[src/rtl/uart_rx.sv]
// UART receiver, 8N1 (8E1 when UART_RX_PARITY_EN is defined): 2-FF synchroniser, mid-bit sampling, LSB first.
// Latency: rx_done rises 2 sync clks + HALF_BIT + 9*CLKS_PER_BIT (+CLKS_PER_BIT with parity) after the start edge.
// Backpressure: none; each byte is presented for one rx_done cycle and held in data_out until the next frame.
module uart_rx #(
   parameter int CLK_FREQ  = 12_000_000,
   parameter int BAUD_RATE = 9_600
) (
   input  logic       clk,
   input  logic       reset,
   input  logic       rx,
   output logic [7:0] data_out,
   output logic       rx_done,
   output logic       frame_err
`ifdef UART_RX_PARITY_EN
   ,
   output logic       parity_err
`endif
);

   localparam int CLKS_PER_BIT = CLK_FREQ / BAUD_RATE;
   localparam int HALF_BIT     = CLKS_PER_BIT / 2;
   localparam int CW           = $clog2(CLKS_PER_BIT);
   localparam logic [CW-1:0] CNT_LAST = CW'(CLKS_PER_BIT - 1);
   localparam logic [CW-1:0] CNT_HALF = CW'(HALF_BIT - 1);

   typedef enum logic [2:0] {
      IDLE,
      START,
      DATA,
`ifdef UART_RX_PARITY_EN
      PARITY,
`endif
      STOP
   } state_t;

   state_t        state_q, state_d;
   logic [CW-1:0] cnt_q, cnt_d;
   logic [2:0]    bit_idx_q, bit_idx_d;
   logic [7:0]    shift_q, shift_d;
   logic [7:0]    data_q, data_d;
   logic          done_q, done_d;
   logic          ferr_q, ferr_d;
   logic          rx_meta_q, rx_meta_d;
   logic          rx_s_q, rx_s_d;
`ifdef UART_RX_PARITY_EN
   logic          par_q, par_d;
   logic          perr_q, perr_d;
`endif

   // Next-state logic: synchroniser shift, baud counting, bit capture and frame delivery
   always_comb begin
      rx_meta_d = rx;
      rx_s_d    = rx_meta_q;
      state_d   = state_q;
      cnt_d     = cnt_q + 1'b1;
      bit_idx_d = bit_idx_q;
      shift_d   = shift_q;
      data_d    = data_q;
      done_d    = 1'b0;
      ferr_d    = ferr_q;
`ifdef UART_RX_PARITY_EN
      par_d     = par_q;
      perr_d    = perr_q;
`endif
      case (state_q)
         IDLE: begin
            cnt_d = '0;
            if (!rx_s_q) state_d = START;
         end
         START: begin
            // A line that is high again at mid-start-bit was only a glitch.
            if (cnt_q == CNT_HALF) begin
               cnt_d     = '0;
               bit_idx_d = 3'd0;
               state_d   = rx_s_q ? IDLE : DATA;
            end
         end
         DATA: begin
            if (cnt_q == CNT_LAST) begin
               cnt_d     = '0;
               shift_d   = {rx_s_q, shift_q[7:1]};
               bit_idx_d = bit_idx_q + 3'd1;
               if (bit_idx_q == 3'd7) begin
`ifdef UART_RX_PARITY_EN
                  state_d = PARITY;
`else
                  state_d = STOP;
`endif
               end
            end
         end
`ifdef UART_RX_PARITY_EN
         PARITY: begin
            if (cnt_q == CNT_LAST) begin
               cnt_d   = '0;
               par_d   = rx_s_q;
               state_d = STOP;
            end
         end
`endif
         STOP: begin
            // Leave at mid-stop-bit so a start bit with no idle gap is still caught.
            if (cnt_q == CNT_LAST) begin
               cnt_d   = '0;
               data_d  = shift_q;
               ferr_d  = ~rx_s_q;
               done_d  = 1'b1;
`ifdef UART_RX_PARITY_EN
               perr_d  = (^shift_q) != par_q;
`endif
               state_d = IDLE;
            end
         end
         default: begin
            cnt_d   = '0;
            state_d = IDLE;
         end
      endcase
   end

   // State registers; synchroniser resets to the idle-high line level
   always_ff @(posedge clk) begin
      if (!reset) begin
         rx_meta_q <= 1'b1;
         rx_s_q    <= 1'b1;
         state_q   <= IDLE;
         cnt_q     <= '0;
         bit_idx_q <= 3'd0;
         shift_q   <= 8'h00;
         data_q    <= 8'h00;
         done_q    <= 1'b0;
         ferr_q    <= 1'b0;
`ifdef UART_RX_PARITY_EN
         par_q     <= 1'b0;
         perr_q    <= 1'b0;
`endif
      end else begin
         rx_meta_q <= rx_meta_d;
         rx_s_q    <= rx_s_d;
         state_q   <= state_d;
         cnt_q     <= cnt_d;
         bit_idx_q <= bit_idx_d;
         shift_q   <= shift_d;
         data_q    <= data_d;
         done_q    <= done_d;
         ferr_q    <= ferr_d;
`ifdef UART_RX_PARITY_EN
         par_q     <= par_d;
         perr_q    <= perr_d;
`endif
      end
   end

   assign data_out  = data_q;
   assign rx_done   = done_q;
   assign frame_err = ferr_q;
`ifdef UART_RX_PARITY_EN
   assign parity_err = perr_q;
`endif

endmodule
[config.mk]
export PLATFORM = sky130hd
export DESIGN_NAME = uart_rx
export DESIGN_NICKNAME = d
export VERILOG_FILES = /design/src/rtl/uart_rx.sv
export SDC_FILE = /design/constraint.sdc
export NUM_CORES = 1
export LEC_CHECK = 0
export ABC_AREA = 1
export CORE_ASPECT_RATIO = 1.25
export CORE_UTILIZATION = 41
export CTS_BUF_LIST = sky130_fd_sc_hd__clkbuf_8
export DETAILED_ROUTE_END_ITERATION = 12
export GPL_TIMING_DRIVEN = 0
export HOLD_SLACK_MARGIN = 0.15
export PLACE_DENSITY = 0.69
export SLEW_MARGIN = 5
export SYNTH_ARGS = -nofsm -noshare
export SYNTH_HDL_FRONTEND = slang
export SYNTH_SLANG_ARGS = --single-unit
[constraint.sdc]
create_clock -name clk -period 1.3 [get_ports clk]
set_input_delay 0.26 -clock clk [delete_from_list [all_inputs] [get_ports clk]]
set_output_delay 0.26 -clock clk [all_outputs]
set_load 0.02 [all_outputs]
Word level (Yosys, flattened, before mapping)
Cells that the tools add are included.
{"block": "word_totals", "ff_bits": 37, "in_bits": 3}
{"block": "classes", "addsub": 2, "eq_ne": 11, "mux": 14, "bitwise_logic": 1, "n_reduce_logical": 8}
{"operator": "11-bit 2-to-1 mux", "count": 2}
{"operator": "11-bit one-hot mux with 2 select lines", "count": 1}
{"operator": "3-bit 2-to-1 mux", "count": 7}
{"operator": "3-bit one-hot mux with 4 select lines", "count": 1}
{"operator": "11-bit by 1-bit adder with 11-bit output, second input constant", "count": 1}
{"operator": "11-bit by 10-bit equality test with 1-bit output, second input constant", "count": 1}
{"operator": "11-bit equality test, second input constant", "count": 1}
{"operator": "2-bit != test, second input constant", "count": 5}
{"operator": "3-bit by 2-bit equality test with 1-bit output, second input constant", "count": 2}
{"operator": "3-bit one-hot mux with 2 select lines", "count": 1}
{"operator": "2-bit AND reduction", "count": 3}
{"operator": "5-bit AND reduction", "count": 1}
{"operator": "3-bit by 1-bit adder with 3-bit output, second input constant", "count": 1}
{"operator": "3-bit by 1-bit equality test with 1-bit output, second input constant", "count": 1}
{"operator": "3-bit equality test, second input constant", "count": 1}
{"operator": "3-bit logical NOT", "count": 1}
{"operator": "3-bit AND reduction", "count": 1}
{"operator": "2-bit 2-to-1 mux", "count": 1}
{"operator": "2-bit nonzero test", "count": 1}
{"operator": "2-bit OR reduction", "count": 1}
{"operator": "1-bit 2-to-1 mux", "count": 1}
{"operator": "1-bit inverter", "count": 1}

Longest topological paths before layout
{"block": "depth", "word_depth": 4, "depth_mapped": 10, "depth_no_buf": 10}

Least setup slack after synthesis
Ideal clock, no wire load.
{"block": "synth_timing", "path_kind": "flip-flop to flip-flop", "startpoint": "register cnt_q[0]", "endpoint": "register cnt_q[10]", "setup_time_ns": 0.118, "t_arrival_ns": 1.242, "path_slack_ns": -0.060, "stages_incl_launch_ff": 9, "path_cell_list": "dfxtp_1 -> ha_1 -> nand3_1 -> nor2_1 -> nand3_1 -> nor2_1 -> nand3_1 -> nand2_1 -> nor2_1"}
{"block": "synth_via", "elab_chain_len": 3}
{"item": "start, declared", "line_no": "37", "rtl": "logic [CW-1:0] cnt_q, cnt_d;"}
{"item": "start signal, assigned", "line_no": "141", "rtl": "cnt_q <= cnt_d;"}
{"item": "11-bit by 1-bit adder with 11-bit output (tied with other cells)", "line_no": "55", "rtl": "cnt_d = cnt_q + 1'b1;"}
{"item": "11-bit 2-to-1 mux, on equally long branches", "line_no": "79, 103, 72"}
{"item": "11-bit one-hot mux with 2 select lines (*)", "line_no": "65", "rtl": "case (state_q)"}
Mark *: on every way between the ends. The rest lies on a longest branch, timed or not.
A chain may end at the register's enable or synchronous reset.

Final worst setup path
{"block": "layout_timing", "startpoint": "register cnt_q[1]", "endpoint": "register data_q[5] (netlist: data_out[5])"}
{"block": "layout_via", "elab_chain_len": 2}
{"item": "11-bit equality test", "line_no": "103", "rtl": "if (cnt_q == CNT_LAST) begin"}
{"item": "2-bit AND reduction (no line)"}
{"item": "end signal, assigned", "line_no": "144", "rtl": "data_q <= data_d;"}
{"item": "end, declared", "line_no": "40", "rtl": "logic [7:0] data_q, data_d;"}
No other way between the ends.

==> flow_summary.ini <==
[finish]
layout.nets = 238
drive_gt1_frac = 0.329
synthToLayoutAreaGrowth_pct = 38.1
stdcell_area_sq_um = 2130
antenna_cells = 0
nFillCells = 316
layout_common_cells = dfxtp_1, inv_1, nand2_1, a21oi_1, nor2_1
layout_commonest_cell = dfxtp_1

[timing]
tightest_slew_ps = 608
timing.fmax_ghz = 0.697
final-hold-violation-count = 0
setup_violations = 33
min_period_ps = 1430
holdWs_ps = 417
fin_crit_sh = 1.10
fin_ws_ps = -135
max_slew_margin = 0.595
rsz0062_at_grt = yes
slew_violations = 0
fin_worst_skew_ps = 4.76

[critical_path]
worst_ep_required_time_ps = 1530
cpLargestDelayFamily = simple AND/OR/NAND/NOR gates
start_kind = flop
endpoint_kind = flop
cpPeakStageDelay_ps = 340
cp_slowest_cell = dfxtp_2
worstSetupPathType = flop to flop
path_buf_inv = 2
crit_chain = inv_2, ha_4, nand2_4, nor2_4, nand3_4, nor2_4, buf_12, o21ai_2, a21oi_1
cp.arrival_ps = 1670
critPathMaxFanout = 7
crit_path_frequent_cell = nor2_4

[global_routing]
track_usage = 0.174
antenna_found_initial = 0
grt_pass1_wl_um = 5260
grt_max_degree = 14
grt_overflow = 0
grt_pass1_vias = 1210

[status]
violations = negative setup slack
run_status = finished with violations

[clocking]
path_clk_slew_ps = 80
cts_max_level = 2
cts_tree = built
hold_buffers = 0
cts-root-buf = clkbuf_8
cts_sinks = 36
clockBufferDepth = 2
clk-insertion-delay-late_ps = 300
numCtsBuffers = 5

[drt]
drc = 0
viasPerCell = 5.02
antenna_left = 0
drt_wl_total_um = 3470
dr.pass1.iters = 4
drtIter0Drc = 18
wl_per_cell_um = 12.8
vias = 1355

[synth]
synth-simple-area-share = 0.235
yosys_warnings = 0
synth_mux_area_frac = 0
synthXorXnorAreaFrac = 0.0171
synthAdderAreaFrac = 0.0406
synthCells = 197
synth_top_family_by_area = simple AND/OR/NAND/NOR gates
synthesis.area_sq_um = 1540
syn-num-nets = 205
yosys.cell_types.count = 27
synth_seq_cells = 36
seq_area_frac_synth = 0.468
synth_compound_area_frac = 0.144
avgSynthCellArea_sq_um = 7.82

[floorplanning]
dieWidth_um = 56.8
ioPinCount = 13
initial_core_util = 0.435
fp-row-count = 24
dieArea_sq_um = 4010
die_h_um = 70.5
core_area_sq_um = 3540

[placed_design]
dp_hpwl_um = 2010
gp_congestion = 0.845
dpl_cell_area_sq_um = 1740
portBuffers = 12
pre_cts_ws_ps = -203

[power_and_ir_drop]
ir_drop_mv = 1.30
p_per_area_nw_per_um2 = 1270
p_leak_nw = 0.857

[flow_run]
drv_cap = 0

[min_path]
min-delay-path-class = flop to flop
[stage by stage]
| stage | power (W) | utilization | TNS (ps) | cells |
|---|---|---|---|---|
| 3_3_place_gp | 0.00153 | 0.490 | -4380 | 248 |
| 6_report | 0.00271 | 0.600 | -2770 | 270 |
| 3_5_place_dp | 0.00153 | 0.490 | -4050 | 248 |
| 4_1_cts | 0.00262 | 0.546 | -1510 | 263 |
| 2_1_floorplan | 0.00147 | - | -29.0 | 197 |
| 5_1_grt | 0.00284 | 0.600 | -5270 | 270 |
[per-layer routing]
layer	vias up	track usage	wire length, um
met2	16	0.300	1810
met3	8	0.0556	103
met4	0	0.0813	77
met1	625	0.193	1480
met5	-	0	0
li1	706	-	-
[final timing paths]
check                           startpoint          end  slack [ps]  depth (start not counted)
worst max register to register    cnt_q[1]  data_out[5]        -130                          9
worst max-delay path              cnt_q[1]  data_out[5]        -130                          9
worst min-delay path             rx_meta_q       rx_s_q         420                          1
worst min register to register   rx_meta_q       rx_s_q         420                          1
[report_power, final]
| group | switching, W | internal, W |
|---|---|---|
| sequential | 0.0000427 | 0.00114 |
| combinational | 0.000326 | 0.000181 |
| clock | 0.000447 | 0.000578 |
[registers in the layout, indices dropped and copies added, names as in the netlist]
register,count
bit_idx_q,3
cnt_q,11
data_out,8
frame_err,1
rx_done,1
rx_meta_q,1
rx_s_q,1
shift_q,8
state_q,2
[cell type report]
type / instances / area [sq um] / share of cell area
plain buffers: 4 / 30.0 / 0.0141
inverters: 31 / 121 / 0.0571
flip-flops and latches: 36 / 734 / 0.345
clock buffers: 5 / 68.8 / 0.0324
clock inverters: 3 / 46.3 / 0.0218
repair buffers: 24 / 209 / 0.0982
multi-input cells: 128 / 868 / 0.408
well taps: 39 / 48.8 / 0.0229
[what timing repair did]
| item | 4_1_cts | 5_1_grt |
|---|---|---|
| setup buffers | 4 | 6 |
| pin swaps | 3 | 15 |
| gates resized for setup | 26 | 44 |
| setup endpoints to repair | 43 | 33 |
| gates cloned | 3 | 1 |
[synthesized netlist by cell type (all sizes together)]
master   n  area share
nand4    2      0.0081
buf      2       0.015
dfxtp   36        0.47
xnor2    1      0.0057
nor2    21       0.059
ha       5       0.041
nor3b    1      0.0049
nand2   28       0.076
or2      2      0.0081
xor2     2       0.011
a31oi    1      0.0041
a21oi   22       0.071
nand3b   1      0.0049
nand3   13       0.050
clkbuf   2      0.0049
o21ai   19       0.062
clkinv   1      0.0032
nor3     7       0.023
o211a    1      0.0065
inv     30       0.073
[cell families after synthesis]
kind of cell               count (synthesis)
DFF                                       36
adders and majority gates                  5
AOI/OAI and AO/OA                         43
and+or+nand+nor                           75
xor gates and xnor gates                   3
buffers and inverters                     35
Power figures use the tool's default switching activity.
